===== config.mk =====
export PLATFORM = sky130hd
export DESIGN_NAME = ram16x16_master_flat
export DESIGN_NICKNAME = d
export VERILOG_FILES = /design/src/rtl/ram16x16_master_if.sv /design/src/rtl/ram16x16_master.sv /design/src/flat_wrapper.sv
export SDC_FILE = /design/constraint.sdc
export NUM_CORES = 1
export LEC_CHECK = 0
export CORE_MARGIN = 1.5
export CORE_UTILIZATION = 35
export CTS_BUF_LIST = sky130_fd_sc_hd__clkbuf_2 sky130_fd_sc_hd__clkbuf_4 sky130_fd_sc_hd__clkbuf_8
export CTS_CLUSTER_DIAMETER = 200
export CTS_CLUSTER_SIZE = 30
export DETAILED_ROUTE_END_ITERATION = 8
export GPL_ROUTABILITY_DRIVEN = 0
export PLACE_DENSITY = 0.82
export SYNTH_ARGS = -nofsm -noshare
export SYNTH_HDL_FRONTEND = slang
export SYNTH_SLANG_ARGS = --single-unit

===== constraint.sdc =====
create_clock -name clk -period 2.1 [get_ports clk]
set_clock_uncertainty 0.05 [all_clocks]
set_input_delay 0.42 -clock clk [delete_from_list [all_inputs] [get_ports clk]]
set_output_delay 0.42 -clock clk [all_outputs]
set_load 0.05 [all_outputs]

===== src/rtl/ram16x16_master_if.sv =====
// Bundle between a requester and the 16x16 RAM initiator.
// Carries request, write-data, response, clear and RAM strobe signals.
interface ram16x16_master_if #(
  parameter int DATA_W = 16,
  parameter int ADDR_W = 4
);
  logic              req_valid;
  logic              req_ready;
  logic              req_write;
  logic [ADDR_W-1:0] req_addr;
  logic [ADDR_W-1:0] req_len;

  logic              wd_valid;
  logic              wd_ready;
  logic [DATA_W-1:0] wd_data;

  logic              rsp_valid;
  logic              rsp_last;
  logic [DATA_W-1:0] rsp_data;

  logic              clr_start;
  logic              clr_done;
  logic              busy;

  logic              ram_cs;
  logic              ram_w_en;
  logic              ram_op_en;
  logic [ADDR_W-1:0] ram_addr;
  logic [DATA_W-1:0] ram_wdata;
  logic [DATA_W-1:0] ram_rdata;

  modport master (
    input  req_valid, req_write, req_addr, req_len,
    input  wd_valid, wd_data,
    input  clr_start, ram_rdata,
    output req_ready, wd_ready,
    output rsp_valid, rsp_last, rsp_data,
    output clr_done, busy,
    output ram_cs, ram_w_en, ram_op_en,
    output ram_addr, ram_wdata
  );

  modport slave (
    output req_valid, req_write, req_addr, req_len,
    output wd_valid, wd_data,
    output clr_start, ram_rdata,
    input  req_ready, wd_ready,
    input  rsp_valid, rsp_last, rsp_data,
    input  clr_done, busy,
    input  ram_cs, ram_w_en, ram_op_en,
    input  ram_addr, ram_wdata
  );
endinterface


===== src/rtl/ram16x16_master.sv =====
// Burst read/write and clear sequencer for a 16x16 synchronous RAM.
// Ports: clk, reset_n (async low), bus (master modport: req/wd/rsp/clr/ram).
module ram16x16_master #(
  parameter int DATA_W = 16,
  parameter int ADDR_W = 4
) (
  input logic               clk,
  input logic               reset_n,
  ram16x16_master_if.master bus
);

  typedef enum logic [2:0] {
    S_IDLE,
    S_WRITE,
    S_READ,
    S_DRAIN,
    S_CLEAR
  } state_t;

  localparam logic [ADDR_W-1:0] ADDR_ONE = ADDR_W'(1);
  localparam logic [ADDR_W-1:0] ADDR_MAX = '1;

  state_t            state_q, state_d;
  logic [ADDR_W-1:0] cur_addr_q, cur_addr_d;
  logic [ADDR_W-1:0] beats_left_q, beats_left_d;
  logic              rsp_valid_q, rsp_valid_d;
  logic              rsp_last_q, rsp_last_d;
  logic              clr_done_q, clr_done_d;

  logic wr_beat;
  logic rd_beat;
  logic clr_beat;
  logic last_beat;

  // Strobes are combinational from state so that an async
  // reset of state_q drops them without waiting for an edge.
  assign wr_beat   = (state_q == S_WRITE) && bus.wd_valid;
  assign rd_beat   = (state_q == S_READ);
  assign clr_beat  = (state_q == S_CLEAR);
  assign last_beat = (beats_left_q == '0);

  assign bus.ram_cs    = wr_beat | rd_beat | clr_beat;
  assign bus.ram_w_en  = wr_beat | clr_beat;
  assign bus.ram_op_en = rd_beat;
  assign bus.ram_addr  = bus.ram_cs ? cur_addr_q : '0;
  assign bus.ram_wdata = wr_beat ? bus.wd_data
                                 : {DATA_W{1'b0}};

  assign bus.req_ready = (state_q == S_IDLE);
  assign bus.wd_ready  = (state_q == S_WRITE);
  assign bus.rsp_valid = rsp_valid_q;
  assign bus.rsp_last  = rsp_last_q;
  assign bus.rsp_data  = bus.ram_rdata;
  assign bus.clr_done  = clr_done_q;
  assign bus.busy      = (state_q != S_IDLE)
                       | rsp_valid_q;

  always_comb begin
    state_d      = state_q;
    cur_addr_d   = cur_addr_q;
    beats_left_d = beats_left_q;
    clr_done_d   = 1'b0;
    rsp_valid_d  = rd_beat;
    rsp_last_d   = rd_beat && last_beat;

    unique case (state_q)
      S_IDLE: begin
        // Clear wins over a same-cycle request.
        if (bus.clr_start) begin
          state_d      = S_CLEAR;
          cur_addr_d   = '0;
          beats_left_d = ADDR_MAX;
        end else if (bus.req_valid) begin
          state_d      = bus.req_write ? S_WRITE
                                       : S_READ;
          cur_addr_d   = bus.req_addr;
          beats_left_d = bus.req_len;
        end
      end
      S_WRITE: begin
        if (bus.wd_valid) begin
          cur_addr_d = cur_addr_q + ADDR_ONE;
          if (last_beat) begin
            state_d = S_IDLE;
          end else begin
            beats_left_d = beats_left_q - ADDR_ONE;
          end
        end
      end
      S_READ: begin
        cur_addr_d = cur_addr_q + ADDR_ONE;
        if (last_beat) begin
          state_d = S_DRAIN;
        end else begin
          beats_left_d = beats_left_q - ADDR_ONE;
        end
      end
      S_DRAIN: begin
        state_d = S_IDLE;
      end
      S_CLEAR: begin
        cur_addr_d = cur_addr_q + ADDR_ONE;
        if (cur_addr_q == ADDR_MAX) begin
          state_d    = S_IDLE;
          clr_done_d = 1'b1;
        end
      end
      default: begin
        state_d = S_IDLE;
      end
    endcase
  end

  always_ff @(posedge clk or negedge reset_n) begin
    if (!reset_n) begin
      state_q      <= S_IDLE;
      cur_addr_q   <= '0;
      beats_left_q <= '0;
      rsp_valid_q  <= 1'b0;
      rsp_last_q   <= 1'b0;
      clr_done_q   <= 1'b0;
    end else begin
      state_q      <= state_d;
      cur_addr_q   <= cur_addr_d;
      beats_left_q <= beats_left_d;
      rsp_valid_q  <= rsp_valid_d;
      rsp_last_q   <= rsp_last_d;
      clr_done_q   <= clr_done_d;
    end
  end

endmodule


===== src/flat_wrapper.sv =====
// flat-port wrapper written by rule: the top's interface ports become plain ports
module ram16x16_master_flat 
#(
  parameter int DATA_W = 16,
  parameter int ADDR_W = 4
)
  (clk, reset_n, bus_req_valid, bus_req_write, bus_req_addr, bus_req_len, bus_wd_valid, bus_wd_data, bus_clr_start, bus_ram_rdata, bus_req_ready, bus_wd_ready, bus_rsp_valid, bus_rsp_last, bus_rsp_data, bus_clr_done, bus_busy, bus_ram_cs, bus_ram_w_en, bus_ram_op_en, bus_ram_addr, bus_ram_wdata);
  ram16x16_master_if #(.DATA_W(DATA_W), .ADDR_W(ADDR_W)) bus_i ();
  input logic clk;
  input logic reset_n;
  input wire logic [$bits(bus_i.req_valid)-1:0] bus_req_valid;
  input wire logic [$bits(bus_i.req_write)-1:0] bus_req_write;
  input wire logic [$bits(bus_i.req_addr)-1:0] bus_req_addr;
  input wire logic [$bits(bus_i.req_len)-1:0] bus_req_len;
  input wire logic [$bits(bus_i.wd_valid)-1:0] bus_wd_valid;
  input wire logic [$bits(bus_i.wd_data)-1:0] bus_wd_data;
  input wire logic [$bits(bus_i.clr_start)-1:0] bus_clr_start;
  input wire logic [$bits(bus_i.ram_rdata)-1:0] bus_ram_rdata;
  output wire logic [$bits(bus_i.req_ready)-1:0] bus_req_ready;
  output wire logic [$bits(bus_i.wd_ready)-1:0] bus_wd_ready;
  output wire logic [$bits(bus_i.rsp_valid)-1:0] bus_rsp_valid;
  output wire logic [$bits(bus_i.rsp_last)-1:0] bus_rsp_last;
  output wire logic [$bits(bus_i.rsp_data)-1:0] bus_rsp_data;
  output wire logic [$bits(bus_i.clr_done)-1:0] bus_clr_done;
  output wire logic [$bits(bus_i.busy)-1:0] bus_busy;
  output wire logic [$bits(bus_i.ram_cs)-1:0] bus_ram_cs;
  output wire logic [$bits(bus_i.ram_w_en)-1:0] bus_ram_w_en;
  output wire logic [$bits(bus_i.ram_op_en)-1:0] bus_ram_op_en;
  output wire logic [$bits(bus_i.ram_addr)-1:0] bus_ram_addr;
  output wire logic [$bits(bus_i.ram_wdata)-1:0] bus_ram_wdata;
  assign bus_i.req_valid = bus_req_valid;
  assign bus_i.req_write = bus_req_write;
  assign bus_i.req_addr = bus_req_addr;
  assign bus_i.req_len = bus_req_len;
  assign bus_i.wd_valid = bus_wd_valid;
  assign bus_i.wd_data = bus_wd_data;
  assign bus_i.clr_start = bus_clr_start;
  assign bus_i.ram_rdata = bus_ram_rdata;
  assign bus_req_ready = bus_i.req_ready;
  assign bus_wd_ready = bus_i.wd_ready;
  assign bus_rsp_valid = bus_i.rsp_valid;
  assign bus_rsp_last = bus_i.rsp_last;
  assign bus_rsp_data = bus_i.rsp_data;
  assign bus_clr_done = bus_i.clr_done;
  assign bus_busy = bus_i.busy;
  assign bus_ram_cs = bus_i.ram_cs;
  assign bus_ram_w_en = bus_i.ram_w_en;
  assign bus_ram_op_en = bus_i.ram_op_en;
  assign bus_ram_addr = bus_i.ram_addr;
  assign bus_ram_wdata = bus_i.ram_wdata;
  ram16x16_master #(.DATA_W(DATA_W), .ADDR_W(ADDR_W)) u_core (.clk(clk), .reset_n(reset_n), .bus(bus_i));
endmodule

==> flow_summary.yaml, run 1 <==
timing:
  max_slew_margin_pct: 56.0
  slew_viol_final: 0
  whs_ps: 465
  setup_violations: 0
  finalCriticalPeriod_ps: 2060
  fin_setup_tns_ps: 0
  hold_violations: 0
  rsz0062_at_grt: "true"
  fmax_ghz: 0.485
  timing.final.crit_share_pct: 98.2
  max_slew.worst_pin.slew_ps: 657
critical_path:
  crit_required_ps: 1630
  worstPathArrival_ps: 1590
  crit_path_end_kind: "primary output"
  path_buf_inv: 1
  start_kind: "register"
  path_cells: "or3b_4 > o21ai_4 > and2_4 > buf_12"
  cp_top_family: "simple AND/OR/NAND/NOR gates"
  slowest_stage: "dfrtp_2"
  critical_path.max_stage_delay_ps: 450
  worst-path-max-fanout: 6
  critical_path_class: "register to primary output"
route:
  wl_met2_um: 1830
  num_vias: 1243
  drt_iter0_markers: 101
  met3_length_um: 249
  topRoutingLayerUsed: "met4"
  via_per_inst: 5.07
  met1_length_um: 1340
  drcViolationCount: 0
  drt_first_pass_iters: 4
  ant_nets: 0
  post_drt_wl_per_cell_um: 14.2
  routed_wl_um: 3470
synth:
  synth_cells: 142
  syn_avg_cell_area_um2: 8.66
  synthesis.area_um2: 1230
  postSynthNetCount: 190
  ys_warn_count: 0
  synth_cell_type_count: 40
  ys_seq_area_share_pct: 28.5
  ys_ff_latch: 14
cells_and_area:
  n_antenna_cell: 0
  drive_above_1_share_pct: 43.2
  fin_nets: 249
  syn_to_final_growth_pct: 83.6
floorplan:
  dieArea_um2: 3880
  start_util_pct: 36.6
  rows: 21
  dieHeight_um: 62.3
  die_w_um: 62.3
  ioPinCount: 91
  fp.coreArea_um2: 3360
clock_tree:
  htreeDepth: 1
  path_clk_slew_ps: 80
  cts.sinks: 14
  cts-root-buf: "clkbuf_4"
  cts_tree: "built"
  ctsLongestPathBuffers: 2
  clkLatencyLatePin_ps: 270
  cts_made_buffers: 3
grt:
  antenna_found_initial: 0
  grtUsageTotal_pct: 18.4
  grt_remaining_overflow: 0
  grt_pass1_vias: 1246
  grt_pass1_wl_um: 5820
  grt_start_max_net_pins: 17
flow_run:
  maxCapViolCount: 0
placement:
  hpwl_um: 2590
  port_buffers: 58
power_and_ir_drop:
  power_mw: 2.46
  cellPowerDensity_nw_per_um2: 1090
  p_leak_nw: 0.966
  ir_drop_mv: 0.557
min_path:
  hold_class: "register to register"
run_status:
  outcome: "finished clean"
-- flip-flops by register name (all words and copies together), names as in the netlist --
name	flops
u_core.beats_left_q	4
u_core.cur_addr_q	4
u_core.state_q	3
u_core.bus.clr_done	1
u_core.bus.rsp_last	1
u_core.bus.rsp_valid	1
-- cells in the final DEF (no fill, tap or decap), types with 2 or more instances in the layout --
cell type and count:
clkdlybuf4s50_1 31, buf_12 26, and2_4 20, buf_4 15, dfrtp_1 12, nor2_1 11, nor3_1 9, inv_1 8
a21oi_1 5, buf_6 5, nor2b_1 4, mux2i_1 4, a31oi_1 3, a211oi_1 3, clkbuf_4 3, nor3_4 2
o21ai_4 2, nand2b_1 2, xnor2_1 2, nor3b_1 2, mux2_2 2, o32ai_1 2, ha_1 2, dfrtp_2 2
-- final cells by class --
class / count / area (µm²)
inverters: 8 / 30.0
flip-flops and latches: 14 / 353
repair buffers: 78 / 1010
multi-input cells: 96 / 787
fillers: 270 / 1100
clock buffers: 3 / 22.5
well taps: 46 / 57.6
-- where the power goes --
group	switching, mW	total [mW]	internal, mW	leakage (nW)
sequential	0.106	0.475	0.369	0.167
clock	0.0850	0.151	0.0663	0.0138
combinational	0.913	1.84	0.922	0.785
total	1.10	2.46	1.36	0.966
-- per-layer routing --
metal	vias up	track usage [%]
met4	0	6.39
li1	592	-
met1	580	23.1
met5	-	0
met2	63	32.2
met3	8	2.90
-- kinds of logic after synthesis --
family | Yosys count | share of synthesized area (%)
and+or+nand+nor | 61 | 29.0
muxes | 6 | 5.09
AOI/OAI and AO/OA | 25 | 17.7
DFF | 14 | 28.5
xor gates and xnor gates | 2 | 1.42
adders and majority gates | 2 | 2.03
buffers and inverters | 32 | 16.3
-- repair_timing --
action | 4_1_cts | 5_1_grt
endpoints found under the hold margin | 0 | 0
pin swaps | 3 | 9
gates resized for setup | 9 | 25
gates cloned | 0 | 1
buffers inserted | 6 | 1
hold buffers | 0 | 0
setup endpoints to repair | 22 | 23
-- Yosys cell counts --
cell type / number / share of area, %
a211o_1: 1 / 0.71
a211oi_1: 3 / 1.8
a21o_1: 1 / 0.61
a21oi_1: 5 / 2.0
a221oi_2: 1 / 1.2
a2bb2oi_2: 1 / 1.2
a311oi_1: 1 / 0.71
a31oi_1: 3 / 1.5
a41oi_1: 1 / 0.71
and2_1: 20 / 10
buf_2: 4 / 1.6
buf_4: 16 / 9.8
buf_6: 2 / 1.8
clkbuf_1: 2 / 0.61
dfrtp_1: 14 / 28
ha_1: 2 / 2.0
inv_1: 8 / 2.4
mux2_2: 2 / 1.8
mux2i_1: 4 / 3.3
nand2_1: 2 / 0.61
nand2b_1: 3 / 1.5
nand3_1: 1 / 0.41
nand4_1: 1 / 0.51
nand4bb_1: 1 / 0.92
nor2_1: 11 / 3.4
nor2b_1: 4 / 2.0
nor3_1: 10 / 4.1
nor3_2: 2 / 1.6
nor3b_1: 3 / 1.8
o211a_1: 1 / 0.81
o21a_1: 1 / 0.61
o21ai_0: 1 / 0.41
o21ai_1: 1 / 0.41
o21ai_4: 1 / 1.3
o311ai_4: 1 / 2.1
o32ai_1: 2 / 1.4
or2_1: 1 / 0.51
or3b_1: 1 / 0.71
or3b_2: 1 / 0.71
xnor2_1: 2 / 1.4
-- final timing paths --
path / startpoint / cells after the start / slack (ps) / end
max: u_core.state_q[0]$_DFFE_PN0P_ / 4 / 40 / bus_ram_addr[1]
min: u_core.beats_left_q[0]$_DFFE_PN0P_ / 1 / 460 / u_core.beats_left_q[0]$_DFFE_PN0P_
max reg2reg: u_core.beats_left_q[0]$_DFFE_PN0P_ / 5 / 130 / u_core.beats_left_q[0]$_DFFE_PN0P_
min reg2reg: u_core.beats_left_q[0]$_DFFE_PN0P_ / 1 / 460 / u_core.beats_left_q[0]$_DFFE_PN0P_
max in group asynchronous: reset_n / 1 / 1050 / u_core.state_q[0]$_DFFE_PN0P_
min in group asynchronous: reset_n / 1 / 490 / u_core.cur_addr_q[2]$_DFFE_PN0P_
-- through the flow --
step	worst slack, ps	area, µm²	utilization (%)	instances
finish	37.4	2260	67.2	245
detailed placement	-144	2080	61.9	234
global placement	-109	2080	61.9	234
CTS	11.1	2160	64.4	243
floorplan	-132	1260	-	142
global route	-10.6	2260	67.2	245
Power figures use the tool's default switching activity.
==> inputs of run 2 (changes only) <==
--- a/config.mk
+++ b/config.mk
@@ -13,6 +13,7 @@
 export DETAILED_ROUTE_END_ITERATION = 8
 export GPL_ROUTABILITY_DRIVEN = 0
 export PLACE_DENSITY = 0.82
+export SLEW_MARGIN = 40
 export SYNTH_ARGS = -nofsm -noshare
 export SYNTH_HDL_FRONTEND = slang
 export SYNTH_SLANG_ARGS = --single-unit
==> results of run 2 <==
No change in the layout: final DEF, timing and power equal those of run 1.
==> edit 1: new RTL, settings of run 2 <==
`DATA_W` is set to 16 in 3 places; all go to 32.
--- a/src/rtl/ram16x16_master_if.sv
+++ b/src/rtl/ram16x16_master_if.sv
@@ -3,3 +3,3 @@
 interface ram16x16_master_if #(
-  parameter int DATA_W = 16,
+  parameter int DATA_W = 32,
   parameter int ADDR_W = 4
--- a/src/rtl/ram16x16_master.sv
+++ b/src/rtl/ram16x16_master.sv
@@ -3,3 +3,3 @@
 module ram16x16_master #(
-  parameter int DATA_W = 16,
+  parameter int DATA_W = 32,
   parameter int ADDR_W = 4
--- a/src/flat_wrapper.sv
+++ b/src/flat_wrapper.sv
@@ -3,3 +3,3 @@
 #(
-  parameter int DATA_W = 16,
+  parameter int DATA_W = 32,
   parameter int ADDR_W = 4
Interface: changed (resized bus_ram_rdata, bus_ram_wdata, bus_rsp_data and bus_wd_data); port bits go from 91 to 155. The function was not compared with the original's and may differ.
==> edit 1 against run 2 <==
Worst setup slack worse by 0.0020 ns; final area rose by 27%; routed wire length grew 24%; first-iteration DRC count decreased by 59%; total power is 3.4% higher; synthesized area rose by 18%; core utilization up 4.3 points; sequential cell count did not move; critical path type unchanged; highest routed layer unchanged.
==> edit 1: results (changes against run 2) <==
* Status: completed (unchanged)
* Post-synthesis adder-cell area fraction at 1.72% (was 2.03%)
* Top cells by area, synth: dfrtp_1 24%, buf_4 18%, and2_1 15% (was dfrtp_1 28%, and2_1 10%, buf_4 9.8%)
* GRT Total Usage at 18.6% (was 18.4%)
* Vias in the first global route at 1300 (was 1246)
* Ys flop type: dfrtp_1 (unchanged)
* Pin count of the biggest net entering global routing at 33 (was 17)
* Vias per cell at 5.03 (was 5.07)
* Crit-path max FO at 5 (was 6)
* Peak supply drop at 1.22 mV (was 0.557 mV)
* RR Startpoint: u_core.beats_left_q[1] (was u_core.beats_left_q[0])
* Post-synthesis sequential area ratio at 24.1% (was 28.5%)
* Clock-pin slew on the worst setup and hold paths at 0.06 ns (was 0.08 ns)
* Clock Root Buffer: clkbuf_8 (was clkbuf_4)
* Max Buffers Root-to-Sink at 2 (unchanged)
* Iter 0 DRT Violations at 41 (was 101)
* Final net count at 328 (was 249)
* Worst Tran Pin Value at 0.652 ns (was 0.657 ns)
* Hold path startpoint: u_core.beats_left_q[0] (unchanged)
* DP HPWL at 3310 um (was 2590 um)
* Ant diodes at 0 (unchanged)
* Share of cells above drive strength 1 at 37.2% (was 43.2%)
* Layout fillers at 271 (was 270)
* Synth Area in Compound Gates at 15.0% (was 17.7%)
* Top cells by count, synth: 36 x and2_1, 34 x buf_4, 14 x dfrtp_1 (was 20 x and2_1, 16 x buf_4, 14 x dfrtp_1)
* Net count after synthesis at 256 (was 190)
* CP Launch Type: flip-flop (unchanged)
* H-tree Lvls at 1 (unchanged)
* Worst-skew pair later-pin latency at 0.25 ns (was 0.27 ns)
* Worst setup startpoint: u_core.state_q[1] (was u_core.state_q[0])
* Synth async-reset ratio at 100% (unchanged)
* Leak at 1.21 nW (was 0.966 nW)
* Post-synthesis mux area share at 4.30% (was 5.09%)
* Post-synthesis xor/xnor area fraction at 1.20% (was 1.42%)
* Wire length per cell at 14.5 um (was 14.2 um)
* # port buffers at 90 (was 58)
* First-pass GRT wire length at 6300 um (was 5820 um)
edit 1: stage by stage:
step	cell area [sq um]	setup WS [ns]	instances	util (%)
global placement	2680	-0.0672	287	67.1
CTS	2780	0.00896	294	69.4
detailed placement	2680	-0.108	287	67.1
global route	2860	-0.0285	297	71.4
finish	2860	0.0354	297	71.4
floorplan	1490	-0.127	176	-
edit 1: critical path: stages, from the launching register on:
cell and delay (ns):
dfrtp_2 0.44, or3b_1 0.46, o21ai_4 0.12, and2_4 0.19
buf_12 0.13
edit 1: cell families after synthesis:
kind of cell	Yosys count
AND/OR/NAND/NOR	77
buffers and inverters	50
AO/OA/AOI/OAI	25
flip-flops	14
multiplexers	6
XOR/XNOR	2
adder cells (fa/ha/maj)	2
edit 1: area by class of cell:
| type | instances | area, sq um | area share (%) |
|---|---|---|---|
| sequential | 14 | 353 | 12.3 |
| clock buffer | 4 | 55.1 | 1.93 |
| inverter | 8 | 30.0 | 1.05 |
| timing repair buffer | 109 | 1510 | 52.9 |
| multi-input combinational | 112 | 845 | 29.6 |
| tap | 50 | 62.6 | 2.19 |
edit 1: where the power goes:
part | total, mW | switching [mW] | internal (mW)
Clock | 0.267 | 0.100 | 0.166
Combinational | 1.80 | 0.909 | 0.895
Sequential | 0.475 | 0.105 | 0.370
Total | 2.54 | 1.11 | 1.43
edit 1: layer usage:
| layer | global-route usage [%] | vias to the layer above | part of all wire (%) |
|---|---|---|---|
| met2 | 32.7 | 89 | 50 |
| met1 | 21.2 | 684 | 37 |
| met3 | 3.67 | 17 | 10 |
| met5 | 0 | - | 0 |
| met4 | 9.44 | 0 | 3.2 |
| li1 | - | 703 | - |
edit 1: path summary, 6_finish.rpt:
| check | to | slack [ns] | depth (start not counted) |
|---|---|---|---|
| max in group asynchronous | u_core.state_q[1] | 1.02 | 1 |
| worst max register to register | u_core.beats_left_q[0] | 0.11 | 5 |
| worst max-delay path | bus_ram_addr[1] | 0.04 | 4 |
| worst min register to register | u_core.beats_left_q[0] | 0.45 | 1 |
| min in group asynchronous | u_core.cur_addr_q[1] | 0.52 | 1 |
| worst min-delay path | u_core.beats_left_q[0] | 0.45 | 1 |
edit 1: what timing repair did:
item	in CTS	in global routing
setup buffers	3	1
pin swaps	3	3
endpoints found under the setup margin	37	38
hold endpoints to repair	0	0
resized for setup	9	10
cloned	0	2
==> edit 2: new RTL, flow settings as in run 2 <==
Made on the original files. Take the reset off `cur_addr_q` and load it in a clocked block of its own.
--- a/src/rtl/ram16x16_master.sv
+++ b/src/rtl/ram16x16_master.sv
@@ -116,3 +116,2 @@
       state_q      <= S_IDLE;
-      cur_addr_q   <= '0;
       beats_left_q <= '0;
@@ -123,3 +122,2 @@
       state_q      <= state_d;
-      cur_addr_q   <= cur_addr_d;
       beats_left_q <= beats_left_d;
@@ -131,2 +129,6 @@
 
+  always_ff @(posedge clk) begin
+    cur_addr_q <= cur_addr_d;
+  end
+
 endmodule
Formal check against the unedited RTL: no difference found for any inputs over 10 cycles, from zero or initial values and one cycle with reset_n low; that may be too few to reach the edited logic, so the function may still have changed.
==> edit 2 against run 2 <==
Final area is 7.2% lower; sequential share of layout area increased by 2.2 points; largest cell class unchanged; register-to-register slack worse by 0.04 ns; sequential cell count did not move; synthesized cell count shrank 7.7%; synthesized area down 4.9%; first-iteration DRC count is 67% lower; final cell count fell by 6.9%; total power increased by 14%; worst setup slack improved by 0.010 ns; fmax increased by 0.50%; routed wire length rose by 2.8%; highest routed layer unchanged; global-route usage rose by 1.5 points; sequential power grew 12%.
==> edit 2: results (changes against run 2) <==
* Clock Root Buffer: clkbuf_4 (unchanged)
* Worst hold margin at 0.407 ns (was 0.465 ns)
* Share of cells above drive strength 1 at 42.9% (was 43.2%)
* Top cells by count, synth: 18 x and3_1, 16 x buf_4, 10 x dfrtp_1 (was 20 x and2_1, 16 x buf_4, 14 x dfrtp_1)
* Clock-pin slew on the worst setup and hold paths at 0.09 ns
* Ys flop type: dfrtp_1 (unchanged)
* Pin count of the biggest net entering global routing at 18 (was 17)
* Wire length per cell at 15.7 um (was 14.2 um)
* Post-DP Area at 0.00198 sq mm (was 0.00208 sq mm)
* Max Buffers Root-to-Sink at 2 (unchanged)
* First-pass GRT wire length at 5490 um (was 5820 um)
* Vias per cell at 5.11 (was 5.07)
* DP HPWL at 2760 um (was 2590 um)
* Peak supply drop at 0.863 mV (was 0.557 mV)
* Worst-skew pair later-pin latency at 0.29 ns (was 0.27 ns)
* Ant diodes at 0 (unchanged)
* Leak at 0.904 nW (was 0.966 nW)
* Yosys Warn Count at 0 (unchanged)
* Top cells by area, synth: dfrtp_1 21%, buf_4 10%, edfxtp_1 10% (was dfrtp_1 28%, and2_1 10%, buf_4 9.8%)
* Reg-to-Reg End: u_core.beats_left_q[3] (was u_core.beats_left_q[0])
* Regs by FF count: u_core.beats_left_q: 4 flops, u_core.cur_addr_q: 4 flops, u_core.state_q: 3 flops (unchanged)
* Synth async-reset ratio at 71.4% (was 100%)
* Tightest Hold Check Type: in2async (was reg2reg)
* Post-synthesis sequential area ratio at 31.7% (was 28.5%)
* Vias in the first global route at 1168 (was 1246)
* DRC errors left at 0 (unchanged)
* H-tree Lvls at 1 (unchanged)
* Num CTS Buffers at 3 (unchanged)
* # port buffers at 58 (unchanged)
* Crit path DAT at 1.58 ns
* Final net count at 233 (was 249)
* RR Startpoint: u_core.state_q[1] (was u_core.beats_left_q[0])
* Number of synthesized flops with an enable pin at 4 (was 0)
* Net count after synthesis at 179 (was 190)
* Max Transition Viols Final at 0 (unchanged)
* Crit-path max FO at 6 (unchanged)
* Pre-antenna DRT Iters at 4 (unchanged)
* Worst Reg2Reg Path Length in Cells at 5 (unchanged)
* Flop-to-flop setup slack at 0.09 ns (was 0.13 ns)
* Yosys cell types at 44 (was 40)
* Status: completed (unchanged)
* Initial antenna violation count at 0 (unchanged)
* GRT Total Usage at 20.0% (was 18.4%)
* Iter 0 DRT Violations at 33 (was 101)
* Worst Tran Pin Value at 0.553 ns (was 0.657 ns)
[edit 2: cell types whose count changed in the layout (fill, tap and decap cells not counted), moves of 4 or more]
cell | before | now
buf_6 | 5 | 1
and2_4 | 20 | 0
nor3_1 | 9 | 3
inv_1 | 8 | 4
edfxtp_1 | 0 | 4
and3_2 | 0 | 9
and3_1 | 0 | 9
nor2b_2 | 0 | 4
dfrtp_1 | 12 | 7
nor2_1 | 11 | 6
[edit 2: power by group]
| part | internal [mW] | leakage, nW | switching [mW] |
|---|---|---|---|
| Combinational | 0.989 | 0.725 | 1.10 |
| Sequential | 0.424 | 0.161 | 0.110 |
| Clock | 0.0868 | 0.0184 | 0.0890 |
[edit 2: logic make-up after synthesis]
group,Yosys count,synth area share (%)
AND/OR/NAND/NOR,59,30.2
buffers and inverters,28,14.5
AO/OA/AOI/OAI,16,10.8
flip-flops,14,31.7
multiplexers,7,6.63
adder cells (fa/ha/maj),4,3.96
XOR/XNOR,3,2.25
[edit 2: timing repair]
action,in CTS,in global routing
gates cloned,0,0
hold buffers,0,0
buffers inserted,2,3
resized for setup,9,9
pin swaps,0,1
setup endpoints to repair,22,23
[edit 2: stage by stage]
stage,setup slack (ns),cells,TNS [ns]
finish,0.0477,228,0
global route,-0.0366,228,-0.0966
CTS,0.0148,225,0
detailed placement,-0.0869,219,-0.600
global placement,-0.0216,219,-0.111
floorplan,-0.127,131,-1.58
[edit 2: worst max path at each step]
| stage | cells after the start | end | start |
|---|---|---|---|
| 2_1_floorplan | 6 | bus_ram_addr[0] | u_core.state_q[1] |
| 3_3_place_gp | 5 | u_core.beats_left_q[0] | bus_clr_start |
| 3_5_place_dp | 6 | u_core.state_q[1] | bus_clr_start |
| 4_1_cts | 3 | bus_busy | u_core.state_q[2] |
| 5_1_grt | 6 | bus_ram_addr[1] | u_core.state_q[0] |
| 6_report | 3 | bus_busy | u_core.state_q[2] |
[edit 2: layer usage]
| metal | share of wire, % | vias up | GRT usage (%) |
|---|---|---|---|
| met5 | 0 | - | 0 |
| met4 | 0.95 | 0 | 2.80 |
| met3 | 5.7 | 9 | 5.97 |
| met2 | 54 | 38 | 37.5 |
| met1 | 39 | 561 | 22.7 |
| li1 | - | 556 | - |
[edit 2: layout make-up]
| cell class | instances | area (sq um) |
|---|---|---|
| fillers | 254 | 1010 |
| repair buffers | 73 | 941 |
| well taps | 44 | 55.1 |
| multi-input cells | 89 | 681 |
| clock buffers | 4 | 30.0 |
| flip-flops and latches | 14 | 374 |
| inverters | 4 | 15.0 |
[edit 2: critical path: stages, from the launching register on]
cell and delay (ns):
dfrtp_2 0.45, or2_2 0.34, or3_4 0.34, buf_6 0.16
